==> config.mk <==
export PLATFORM = sky130hd
export DESIGN_NAME = mac_host_seq_flat
export DESIGN_NICKNAME = d
export VERILOG_FILES = /design/src/rtl/mac_if_pkg.sv /design/src/rtl/mac_host_seq_if.sv /design/src/rtl/mac_host_seq.sv /design/src/flat_wrapper.sv
export SDC_FILE = /design/constraint.sdc
export NUM_CORES = 1
export LEC_CHECK = 0
export CAP_MARGIN = 10
export CORE_UTILIZATION = 47
export DETAILED_ROUTE_END_ITERATION = 6
export MAX_ROUTING_LAYER = met4
export PLACE_DENSITY = 0.77
export SLEW_MARGIN = 20
export SYNTH_ARGS = -nofsm -noshare
export SYNTH_HDL_FRONTEND = slang
export SYNTH_SLANG_ARGS = --single-unit
==> constraint.sdc <==
create_clock -name clk -period 1.75 [get_ports clk]
set_clock_uncertainty 0.05 [all_clocks]
set_input_delay 0.2625 -clock clk [delete_from_list [all_inputs] [get_ports clk]]
set_output_delay 0.2625 -clock clk [all_outputs]
set_load 0.01 [all_outputs]
==> src/rtl/mac_if_pkg.sv <==
// Shared definitions for the MAC tile host sequencer: pin bit positions,
// byte-select codes, datapath widths and the sequencer state encoding.
package mac_if_pkg;

  localparam int OPW  = 8;
  localparam int ACCW = 24;

  // Bit positions on the MAC control pins
  localparam int CTRL_LOAD    = 0;
  localparam int CTRL_SEL_LSB = 1;
  localparam int CTRL_SEL_MSB = 2;
  localparam int CTRL_CLR     = 3;

  // Result byte select codes
  typedef enum logic [1:0] {
    SEL_B0 = 2'd0,
    SEL_B1 = 2'd1,
    SEL_B2 = 2'd2
  } sel_e;

  typedef enum logic [3:0] {
    ST_IDLE,
    ST_CLEAR,
    ST_LD_A,
    ST_LD_B,
    ST_ZA,
    ST_ZB,
    ST_DRAIN,
    ST_RD0,
    ST_RD1,
    ST_RD2,
    ST_DONE
  } state_e;

  // Assemble a control byte; the upper nibble is always zero
  function automatic logic [7:0] ctrl_word(input logic load, input sel_e sel,
                                           input logic clr);
    logic [7:0] w;
    w = '0;
    w[CTRL_LOAD] = load;
    w[CTRL_SEL_MSB:CTRL_SEL_LSB] = sel;
    w[CTRL_CLR] = clr;
    return w;
  endfunction

endpackage

==> src/rtl/mac_host_seq_if.sv <==
// Bundle of the operand stream, result stream and MAC pin signals.
// master = the sequencer, slave = the surrounding controller and MAC tile.
interface mac_host_seq_if;
  import mac_if_pkg::*;

  logic                   s_valid;
  logic                   s_ready;
  logic signed [OPW-1:0]  s_a;
  logic signed [OPW-1:0]  s_b;
  logic                   s_last;
  logic                   m_valid;
  logic                   m_ready;
  logic [ACCW-1:0]        m_result;
  logic [7:0]             mac_data;
  logic [7:0]             mac_ctrl;
  logic [7:0]             mac_rdata;
  logic                   busy;

  modport master (
    input  s_valid, s_a, s_b, s_last, m_ready, mac_rdata,
    output s_ready, m_valid, m_result, mac_data, mac_ctrl, busy
  );

  modport slave (
    output s_valid, s_a, s_b, s_last, m_ready, mac_rdata,
    input  s_ready, m_valid, m_result, mac_data, mac_ctrl, busy
  );

endinterface

==> src/rtl/mac_host_seq.sv <==
// Host-side sequencer for the 8-bit signed MAC tile. Each accepted pair is
// loaded as a, b, 0, 0 so the product is accumulated once and the MAC operands
// are left at zero; the last pair of a vector triggers a 3-byte readback.
module mac_host_seq
  import mac_if_pkg::*;
#(
  parameter int RD_WAIT = 0
) (
  input  logic           clk,
  input  logic           rst,
  mac_host_seq_if.master bus
);

  localparam logic [1:0] WAIT_LAST = 2'(RD_WAIT);

  state_e                state_q;
  logic                  first_q;
  logic signed [OPW-1:0] a_q;
  logic signed [OPW-1:0] b_q;
  logic                  last_q;
  logic [7:0]            data_q;
  logic [7:0]            ctrl_q;
  logic                  mvalid_q;
  logic [ACCW-1:0]       res_q;
  logic [1:0]            wait_q;

  // Pins are registered: each transition loads the outputs of the state entered
  always_ff @(posedge clk) begin
    if (rst) begin
      state_q  <= ST_IDLE;
      first_q  <= 1'b1;
      a_q      <= '0;
      b_q      <= '0;
      last_q   <= 1'b0;
      data_q   <= '0;
      ctrl_q   <= '0;
      mvalid_q <= 1'b0;
      res_q    <= '0;
      wait_q   <= '0;
    end else begin
      ctrl_q <= '0;
      data_q <= '0;
      unique case (state_q)
        ST_IDLE: begin
          if (bus.s_valid) begin
            a_q    <= bus.s_a;
            b_q    <= bus.s_b;
            last_q <= bus.s_last;
            if (first_q) begin
              state_q <= ST_CLEAR;
              ctrl_q  <= ctrl_word(1'b0, SEL_B0, 1'b1);
            end else begin
              state_q <= ST_LD_A;
              ctrl_q  <= ctrl_word(1'b1, SEL_B0, 1'b0);
              data_q  <= bus.s_a;
            end
          end
        end
        ST_CLEAR: begin
          first_q <= 1'b0;
          state_q <= ST_LD_A;
          ctrl_q  <= ctrl_word(1'b1, SEL_B0, 1'b0);
          data_q  <= a_q;
        end
        ST_LD_A: begin
          state_q <= ST_LD_B;
          ctrl_q  <= ctrl_word(1'b1, SEL_B0, 1'b0);
          data_q  <= b_q;
        end
        // Two zero loads flush both operands so the ungated accumulate adds 0
        ST_LD_B: begin
          state_q <= ST_ZA;
          ctrl_q  <= ctrl_word(1'b1, SEL_B0, 1'b0);
        end
        ST_ZA: begin
          state_q <= ST_ZB;
          ctrl_q  <= ctrl_word(1'b1, SEL_B0, 1'b0);
        end
        ST_ZB: begin
          state_q <= last_q ? ST_DRAIN : ST_IDLE;
        end
        // Product of the last pair lands in the accumulator during this cycle
        ST_DRAIN: begin
          state_q <= ST_RD0;
          wait_q  <= '0;
        end
        ST_RD0, ST_RD1, ST_RD2: begin
          if (wait_q == WAIT_LAST) begin
            wait_q <= '0;
            if (state_q == ST_RD0) begin
              res_q[7:0] <= bus.mac_rdata;
              state_q    <= ST_RD1;
              ctrl_q     <= ctrl_word(1'b0, SEL_B1, 1'b0);
            end else if (state_q == ST_RD1) begin
              res_q[15:8] <= bus.mac_rdata;
              state_q     <= ST_RD2;
              ctrl_q      <= ctrl_word(1'b0, SEL_B2, 1'b0);
            end else begin
              res_q[23:16] <= bus.mac_rdata;
              state_q      <= ST_DONE;
              mvalid_q     <= 1'b1;
            end
          end else begin
            wait_q <= wait_q + 2'd1;
            ctrl_q <= ctrl_q;
          end
        end
        ST_DONE: begin
          if (bus.m_ready) begin
            mvalid_q <= 1'b0;
            first_q  <= 1'b1;
            state_q  <= ST_IDLE;
          end
        end
        default: state_q <= ST_IDLE;
      endcase
    end
  end

  assign bus.s_ready  = (state_q == ST_IDLE) && !rst;
  assign bus.busy     = (state_q != ST_IDLE);
  assign bus.m_valid  = mvalid_q;
  assign bus.m_result = res_q;
  assign bus.mac_data = data_q;
  assign bus.mac_ctrl = ctrl_q;

endmodule

==> src/flat_wrapper.sv <==
// flat-port wrapper written by rule: the top's interface ports become plain ports
module mac_host_seq_flat import mac_if_pkg::*;
#(
  parameter int RD_WAIT = 0
)
  (clk, rst, bus_s_valid, bus_s_a, bus_s_b, bus_s_last, bus_m_ready, bus_mac_rdata, bus_s_ready, bus_m_valid, bus_m_result, bus_mac_data, bus_mac_ctrl, bus_busy);
  mac_host_seq_if bus_i ();
  input  logic clk;
  input  logic rst;
  input wire logic [$bits(bus_i.s_valid)-1:0] bus_s_valid;
  input wire logic [$bits(bus_i.s_a)-1:0] bus_s_a;
  input wire logic [$bits(bus_i.s_b)-1:0] bus_s_b;
  input wire logic [$bits(bus_i.s_last)-1:0] bus_s_last;
  input wire logic [$bits(bus_i.m_ready)-1:0] bus_m_ready;
  input wire logic [$bits(bus_i.mac_rdata)-1:0] bus_mac_rdata;
  output wire logic [$bits(bus_i.s_ready)-1:0] bus_s_ready;
  output wire logic [$bits(bus_i.m_valid)-1:0] bus_m_valid;
  output wire logic [$bits(bus_i.m_result)-1:0] bus_m_result;
  output wire logic [$bits(bus_i.mac_data)-1:0] bus_mac_data;
  output wire logic [$bits(bus_i.mac_ctrl)-1:0] bus_mac_ctrl;
  output wire logic [$bits(bus_i.busy)-1:0] bus_busy;
  assign bus_i.s_valid = bus_s_valid;
  assign bus_i.s_a = bus_s_a;
  assign bus_i.s_b = bus_s_b;
  assign bus_i.s_last = bus_s_last;
  assign bus_i.m_ready = bus_m_ready;
  assign bus_i.mac_rdata = bus_mac_rdata;
  assign bus_s_ready = bus_i.s_ready;
  assign bus_m_valid = bus_i.m_valid;
  assign bus_m_result = bus_i.m_result;
  assign bus_mac_data = bus_i.mac_data;
  assign bus_mac_ctrl = bus_i.mac_ctrl;
  assign bus_busy = bus_i.busy;
  mac_host_seq #(.RD_WAIT(RD_WAIT)) u_core (.clk(clk), .rst(rst), .bus(bus_i));
endmodule
==> out/qor.txt, run 1 <==
DRC Markers: 0
Die Width: 75.5 um
Post-layout min period: 1.72 ns
Worst path most repeated cell: buf_6
Initial antenna violation count: 0
Max-slew violations: 0
Crit. End Element: flip-flop
Type of the worst setup path: reg2reg
Post-DP HPWL: 4390 um
# hold bufs at CTS: 0
Final instance area: 3650 um^2
CP endpoint: u_core.bus.m_result[14]
CTS Buf Count: 9
First-pass GRT wire length: 10,500 um
Die height: 75.5 um
Root buffer cell: clkbuf_8
Fin cells: 449
Clk buf depth: 2
Setup crit start: u_core.state_q[3]
Layout area overhead: 43.8%
Asr flop ratio synth: 0
Die area: 5700 um^2
Setup TNS: 0 ns
Status: complete, no violations
Reg2reg start: u_core.state_q[3]
Sequential share of the synthesized area: 0.481
Synth Register Bits: 61
Detailed Route Iter0 Violations: 213
Worst-Skew Late Latency: 0.33 ns
Initial Util: 0.494
Pwr Density: 1080 nW/um^2
Cell Area, Synth: 2540 um^2
Routed Wire Length: 6670 um
Capturing point of the worst reg2reg path: u_core.bus.m_result[14]
IO buf count: 67
ANT cells: 0
CTS tree: built
Crit path largest cell delay: 0.41 ns
Post-Place Worst Slack: -0.0431 ns
# clock sinks: 61
Worst reg-to-reg setup slack: 0.03 ns
Max VDD drop: 0.632 mV
Worst Hold Class: reg2reg
Crit start category: flip-flop
CP max-delay cell: or3b_4
Gate count after technology mapping: 289
Max cap viols: 0
Ratio of cells with drive above 1 in the final layout: 0.156
Gr ovfl total: 0
Post-route ant nets: 0
Fin. Hold Viols: 0
Worst-path cell chain: buf_6, or3b_4, nor3b_4, buf_6, mux2i_1, nor2_1
Static leakage: 1.47 nW
Row cnt: 26
Hold WS: 0.410 ns
CP arrival: 1.88 ns
Via density per instance: 5.19
CTS H-Tree Depth: 3
Syn_area_per_cell: 8.78 um^2
Yosys cell types: 40
TritonRoute pass-1 iters: 4
GRT Total Usage: 0.260
Largest net degree at the start of global routing: 37
Total Nets Final: 406
CP max FO: 5
Dpl cell area: 3360 um^2
Ys Warns: 0
Achievable frequency: 0.581 GHz
Vias in the first global route: 2,227
Final Setup Violations: 0
Most frequent cells in the layout: clkdlybuf4s50_1 (64), dfxtp_1 (57), nand2_1 (46)
Clk slew on worst S/H paths: 0.06 ns
WP data required: 1.91 ns
Top Ports: 72
Most used DFF post-synth: dfxtp_1
Dpl cells: 429
Worst setup margin: 0.0287 ns
Commonest non-fill, non-tap cell in the layout: clkdlybuf4s50_1
Vias: 2,332
Final Cycle Share: 0.984
Hold path cells: 2
R2R depth: 6
Post-DR wirelength/cell: 14.8 um
RSZ-0062 raised after global routing: true
Final Wtd Congestion: 0.870
EDFF count, synth: 0
Area of the core region: 5140 um^2
==> worst max-delay path: cells and delay by family, from the launching register on <==
| kind | cells | cell delay (ns) |
|---|---|---|
| buf+inv | 2 | 0.27 |
| flops | 1 | 0.36 |
| mux | 1 | 0.19 |
| simple gates | 3 | 0.72 |
==> worst min-delay path by stage <==
| stage | startpoint | to | slack (ns) |
|---|---|---|---|
| 2_1_floorplan | bus_s_a[0] | u_core.a_q[0] | 0.35 |
| 3_3_place_gp | u_core.a_q[7] | u_core.a_q[7] | 0.39 |
| 3_5_place_dp | u_core.b_q[7] | u_core.b_q[7] | 0.40 |
| 4_1_cts | rst | u_core.bus.m_result[6] | 0.40 |
| 5_1_grt | u_core.b_q[7] | u_core.b_q[7] | 0.42 |
| 6_report | u_core.a_q[3] | u_core.a_q[3] | 0.41 |
==> cells by family after synthesis <==
kind of cell               count (synthesis)  synth area share
other                                      1           0.00148
AOI/OAI and AO/OA                         63             0.167
muxes                                     24            0.0946
and+or+nand+nor                          108             0.190
DFF                                       61             0.481
buffers and inverters                     30            0.0567
adders and majority gates                  2           0.00986
==> final cells by class <==
class	count	area (um^2)
repair buffers	96	903
well taps	70	87.6
clock inverters	2	10.0
fillers	408	1490
flip-flops and latches	61	1230
clock buffers	13	149
inverters	6	22.5
multi-input cells	201	1250
==> cells in the mapped netlist (2+ instances only) <==
master / n / area, um^2
o21bai_1: 2 / 15.0
nand2_1: 46 / 173
a32o_1: 2 / 20.0
a32oi_1: 2 / 17.5
a221oi_1: 2 / 17.5
or2_1: 2 / 12.5
mux2i_1: 24 / 240
buf_2: 4 / 20.0
a22o_1: 10 / 87.6
ha_1: 2 / 25.0
buf_1: 2 / 7.51
buf_4: 5 / 37.5
inv_1: 6 / 22.5
nor2b_1: 5 / 31.3
a21oi_1: 26 / 130
a22oi_1: 9 / 67.6
dfxtp_1: 61 / 1220
o21ai_0: 4 / 20.0
nor2_1: 42 / 158
and2_1: 2 / 12.5
clkbuf_1: 12 / 45.0
==> stage by stage <==
stage,util,power [mW]
after floorplan,-,2.23
after global placement,0.654,2.69
after detailed placement,0.654,2.71
after CTS,0.696,3.83
after global routing,0.710,4.12
final,0.710,3.93
==> flip-flops by register name (all words and copies together) (netlist names), 2 cells and up <==
name,count
u_core.a_q,8
u_core.b_q,8
u_core.bus.m_result,24
u_core.bus.mac_ctrl,4
u_core.bus.mac_data,8
u_core.state_q,4
u_core.wait_q,2
==> timing repair <==
| action | 4_1_cts | 5_1_grt |
|---|---|---|
| resized for setup | 14 | 18 |
| hold endpoints to repair | 0 | 0 |
| pin swaps | 1 | 6 |
| setup buffers | 3 | 2 |
| setup endpoints to repair | 12 | 20 |
==> power breakdown <==
part           internal (mW)  total [mW]  switching, mW  leakage, nW
Sequential              1.52        1.61         0.0926        0.497
Combinational          0.624        1.27          0.646        0.891
Clock                  0.541        1.04          0.500       0.0833
Total                   2.69        3.93           1.24         1.47
==> metal layers <==
| layer | vias up | wire (um) | GRT usage |
|---|---|---|---|
| met4 | 0 | 59 | 0.0947 |
| li1 | 1156 | - | - |
| met3 | 6 | 513 | 0.0926 |
| met2 | 87 | 3100 | 0.385 |
| met5 | - | 0 | - |
| met1 | 1083 | 3000 | 0.326 |
No activity file was read; power rests on OpenSTA's default activity.
==> run 2, diff against run 1 <==
Settings changed: CORE_UTILIZATION 47 to 43, PLACE_DENSITY 0.77 to 0.71.
==> run 2 against run 1 <==
Compared with the run above:
- sequential power about the same
- combinational power decreased by 13%
- power is essentially flat
- critical endpoint is now u_core.bus.m_result[13]
- largest cell class is now sequential cells
- highest routed layer unchanged
==> out/qor.txt, run 2 (same netlist as run 1, synthesis figures left out) <==
Status: complete, no violations
Total Nets Final: 397
Top sig layer: met4
Most frequent cells in the layout: clkdlybuf4s50_1 (64), dfxtp_1 (58), nand2_1 (46)
Reg2reg start: u_core.state_q[3]
Met2 WL post-DR: 2890 um
Clk pwr share: 0.310
CTS Buf Count: 9
Worst-path cell chain: buf_6, or3b_4, nor3b_4, buf_12, mux2i_1, nor2_1
Dpl cells: 426
GRT Total Usage: 0.218
CTS H-Tree Depth: 3
Switching Share: 0.304
Top Family by Delay on Critical Path: simple AND/OR/NAND/NOR gates
Worst reg-to-reg setup slack: 0.05 ns
Capturing point of the worst reg2reg path: u_core.bus.m_result[13]
HP Start: rst
Pwr Density: 1090 nW/um^2
Ratio of cells with drive above 1 in the final layout: 0.129
Final Setup Violations: 0
R2R depth: 6
Crit. End Element: flip-flop
DRC Markers: 0
Post-DR wirelength/cell: 14.1 um
CP max FO: 9
Seq pwr share: 0.409
Crit start category: flip-flop
Achievable frequency: 0.587 GHz
Hold path cells: 3
FF/Latch Area: 1230 um^2
TritonRoute pass-1 iters: 4
Clk buf depth: 2
Worst Hold Class: in2reg
Crit path largest cell delay: 0.39 ns
Met1 WL: 2800 um
Die Width: 78.8 um
Cell Int Power: 2.73 mW
Fin. Hold Viols: 0
CP max-delay cell: or3b_4
# hold bufs at CTS: 0
Static leakage: 1.45 nW
Final Wtd Congestion: 0.784
Final Core Density: 0.643
Fill cell count: 481
Max VDD drop: 0.594 mV
First-pass GRT wire length: 10,100 um
Commonest non-fill, non-tap cell in the layout: clkdlybuf4s50_1
Worst-Skew Late Latency: 0.33 ns
Worst setup margin: 0.0461 ns
WP data required: 1.91 ns
Layout area overhead: 42.1%
Post-route ant nets: 0
Area of the core region: 5610 um^2
Hold EP: u_core.bus.m_result[8]
ANT cells: 0
Root buffer cell: clkbuf_8
Buffer and inverter count on the worst path: 2
Post-Place Worst Slack: -0.0362 ns
Max cap viols: 0
Row cnt: 27
Vias: 2,259
Initial antenna violation count: 0
Post-layout min period: 1.70 ns
CTS tree: built
Via density per instance: 5.10
# clock sinks: 61
Final Cycle Share: 0.974
Combinational power share: 0.281
Net Sw Power: 1.19 mW
Fin cells: 443
Routed Wire Length: 6230 um
Largest net degree at the start of global routing: 54
CP arrival: 1.87 ns
Footprint of the multi-input gates: 1220 um^2
Top Ports: 72
RSZ-0062 raised after global routing: true
Max-slew violations: 0
Die height: 78.8 um
Vias in the first global route: 2,153
Detailed Route Iter0 Violations: 158
Max reg flops: 24
IO buf count: 67
Gr ovfl total: 0
Die area: 6210 um^2
WL met3: 452 um
Type of the worst setup path: reg2reg
Post-DP HPWL: 4220 um
Initial Util: 0.453
Clk slew on worst S/H paths: 0.06 ns
[run 2: cell count changes in the layout (fill, tap and decap cells not counted), moves of 2 or more]
cell	change
buf_6	-7
buf_4	-6
buf_12	+4
nor2_1	+2
[run 2: worst max path at each step]
stage,from,to,depth (start not counted)
floorplan,u_core.state_q[1],u_core.bus.m_result[10],6
global placement,u_core.state_q[0],bus_s_ready,4
global route,u_core.state_q[3],u_core.bus.m_result[13],6
CTS,u_core.state_q[3],u_core.bus.m_result[13],6
finish,u_core.state_q[3],u_core.bus.m_result[13],6
detailed placement,bus_s_valid,u_core.state_q[1],5
[run 2: per-stage QoR]
stage	power (mW)	cell area (um^2)	hold slack, ns	setup TNS, ns
global placement	2.68	3380	0.393	-0.0101
finish	3.93	3610	0.329	0
floorplan	2.23	2550	0.348	0
CTS	3.95	3590	0.325	0
global route	4.15	3610	0.337	-0.0728
detailed placement	2.69	3380	0.401	-0.0889
[run 2: cell type report]
class	instances	area share
flip-flops and latches	61	0.340
inverters	6	0.00624
clock inverters	4	0.0132
well taps	72	0.0250
multi-input cells	201	0.337
repair buffers	87	0.238
clock buffers	12	0.0402
[run 2: worst min-delay path, stage by stage]
cell and delay (ns):
buf_2 0.12, buf_12 0.18, nor2_1 0.11
[run 2: repair_timing]
| item | CTS | global route |
|---|---|---|
| buffers inserted | 1 | 0 |
| pin swaps | 2 | 1 |
| gates resized for setup | 11 | 7 |
| endpoints found under the setup margin | 10 | 20 |
[run 2: power by group through the flow]
stage / registers (mW) / logic [mW] / clock network (mW)
2_1_floorplan: 1.62 / 0.605 / 0
3_3_place_gp: 1.62 / 1.06 / 0
3_5_place_dp: 1.63 / 1.07 / 0
4_1_cts: 1.61 / 1.09 / 1.25
5_1_grt: 1.62 / 1.22 / 1.31
6_report: 1.61 / 1.10 / 1.22
[run 2: per-layer routing]
metal	vias up	GRT usage
met4	0	0.0909
met1	1034	0.264
met5	-	-
met3	8	0.0805
li1	1142	-
met2	75	0.327
==> run 3, diff against run 2 <==
Settings changed: CORE_MARGIN from default to 5.
==> run 3 against run 2 <==
Compared with the run above:
- sequential share of layout area is 0.29 points lower
- largest power group unchanged
- critical path depth is 1 lower
- worst hold slack improved by 0.0084 ns
- largest cell class unchanged
- critical endpoint is now u_core.bus.m_result[9]
- power up 8.7%
- setup slack gained 0.023 ns
- sequential power about the same
- clock-buffer cell count is 1 lower
- first-iteration DRC count rose by 30%
- via count grew 2.7%
- final cell count is the same
==> out/qor.txt, run 3 (same netlist as run 1, synthesis figures left out) <==
Total Nets Final: 395
Post-layout min period: 1.68 ns
RSZ-0062 raised after global routing: false
Initial antenna violation count: 0
Max-slew violations: 0
Worst reg-to-reg setup slack: 0.07 ns
Setup crit start: u_core.state_q[3]
Post-DP HPWL: 4340 um
Largest net degree at the start of global routing: 54
Die Width: 86.8 um
GRT Total Usage: 0.183
ANT cells: 0
Worst setup margin: 0.0687 ns
Crit. End Element: flip-flop
Crit path largest cell delay: 0.43 ns
Max VDD drop: 0.600 mV
HP Start: rst
Reg2reg start: u_core.state_q[3]
# clock sinks: 61
Max cap viols: 0
Root buffer cell: clkbuf_8
Post-DR wirelength/cell: 14.6 um
Gr ovfl total: 0
Clk buf depth: 2
Achievable frequency: 0.595 GHz
Post-Place Worst Slack: -0.0371 ns
CTS Buf Count: 9
Worst-path cell chain: or3b_4, nor3b_2, buf_12, mux2i_1, nor2_1
CP max FO: 9
Detailed Route Iter0 Violations: 205
Final Setup Violations: 0
Capturing point of the worst reg2reg path: u_core.bus.m_result[9]
Max reg flops: 24
Hold WS: 0.337 ns
Commonest non-fill, non-tap cell in the layout: clkdlybuf4s50_1
Status: complete, no violations
Layout area overhead: 42.6%
IO buf count: 67
R2R depth: 5
Clk slew on worst S/H paths: 0.07 ns
Dpl cell area: 3350 um^2
Crit start category: flip-flop
Hold path cells: 3
Die area: 7540 um^2
Most frequent cells in the layout: clkdlybuf4s50_1 (64), dfxtp_1 (61), nand2_1 (46)
Routed Wire Length: 6460 um
Final instance area: 3620 um^2
WP data required: 1.92 ns
Vias in the first global route: 2,227
Area of the core region: 5820 um^2
Final Wtd Congestion: 0.856
CP max-delay cell: or3b_4
Hold EP: u_core.bus.m_result[22]
Die height: 86.8 um
Top Ports: 72
Total power: 4.27 mW
Post-route ant nets: 0
Initial Util: 0.437
TritonRoute pass-1 iters: 4
CP arrival: 1.85 ns
First-pass GRT wire length: 10,500 um
Worst-Skew Late Latency: 0.33 ns
Static leakage: 1.46 nW
Type of the worst setup path: reg2reg
DRC Markers: 0
CTS H-Tree Depth: 3
Worst Hold Class: in2reg
Fin. Hold Viols: 0
Vias: 2,321
Pwr Density: 1180 nW/um^2
Row cnt: 28
CTS tree: built
Fill cell count: 517
Ratio of cells with drive above 1 in the final layout: 0.120
# hold bufs at CTS: 0
Final Cycle Share: 0.961
Via density per instance: 5.24
run 3: final cells by class:
type	count	area [um^2]	area share
well taps	75	93.8	0.0259
clock buffers	11	151	0.0418
repair buffers	85	833	0.230
inverters	6	22.5	0.00622
flip-flops and latches	61	1220	0.337
clock inverters	4	95.1	0.0263
multi-input cells	201	1200	0.332
run 3: power by group:
group          switching, mW  total (mW)  leakage (nW)  internal, mW
sequential            0.0898        1.61         0.495          1.52
clock                  0.534        1.55         0.125          1.01
combinational          0.581        1.11         0.840         0.531
total                   1.21        4.27          1.46          3.06
run 3: routing by layer:
metal,vias up,global-route usage,share of wire
li1,1134,-,-
met5,-,-,0
met1,1093,0.242,0.43
met4,0,0.0595,0.015
met3,8,0.0760,0.096
met2,86,0.253,0.46
run 3: critical path, delay by kind of cell, from the launching register on:
family | cells | cell delay [ns]
AND/OR/NAND/NOR | 3 | 0.75
flip-flops | 1 | 0.40
multiplexers | 1 | 0.18
buffers and inverters | 1 | 0.17
run 3: how the worst max path moves through the flow:
stage | end | slack [ns] | depth (start not counted)
2_1_floorplan | u_core.bus.m_result[10] | 0.15 | 6
3_3_place_gp | u_core.state_q[1] | 0.006 | 5
3_5_place_dp | u_core.state_q[1] | -0.04 | 5
4_1_cts | bus_busy | 0.03 | 3
5_1_grt | u_core.bus.m_result[9] | 0.01 | 5
6_report | u_core.bus.m_result[9] | 0.07 | 5
run 3: per-stage QoR:
| stage | utilization | setup TNS, ns | std cells |
|---|---|---|---|
| after global placement | 0.577 | 0 | 427 |
| after global routing | 0.623 | 0 | 443 |
| after floorplan | - | 0 | 292 |
| after detailed placement | 0.577 | -0.0613 | 427 |
| final | 0.623 | 0 | 443 |
| after CTS | 0.619 | 0 | 443 |
run 3: repair_timing:
action                                  in CTS  in global routing
endpoints found under the setup margin       2                 12
resized for setup                            5                  6
pin swaps                                    1                  1
setup buffers                                1                  0
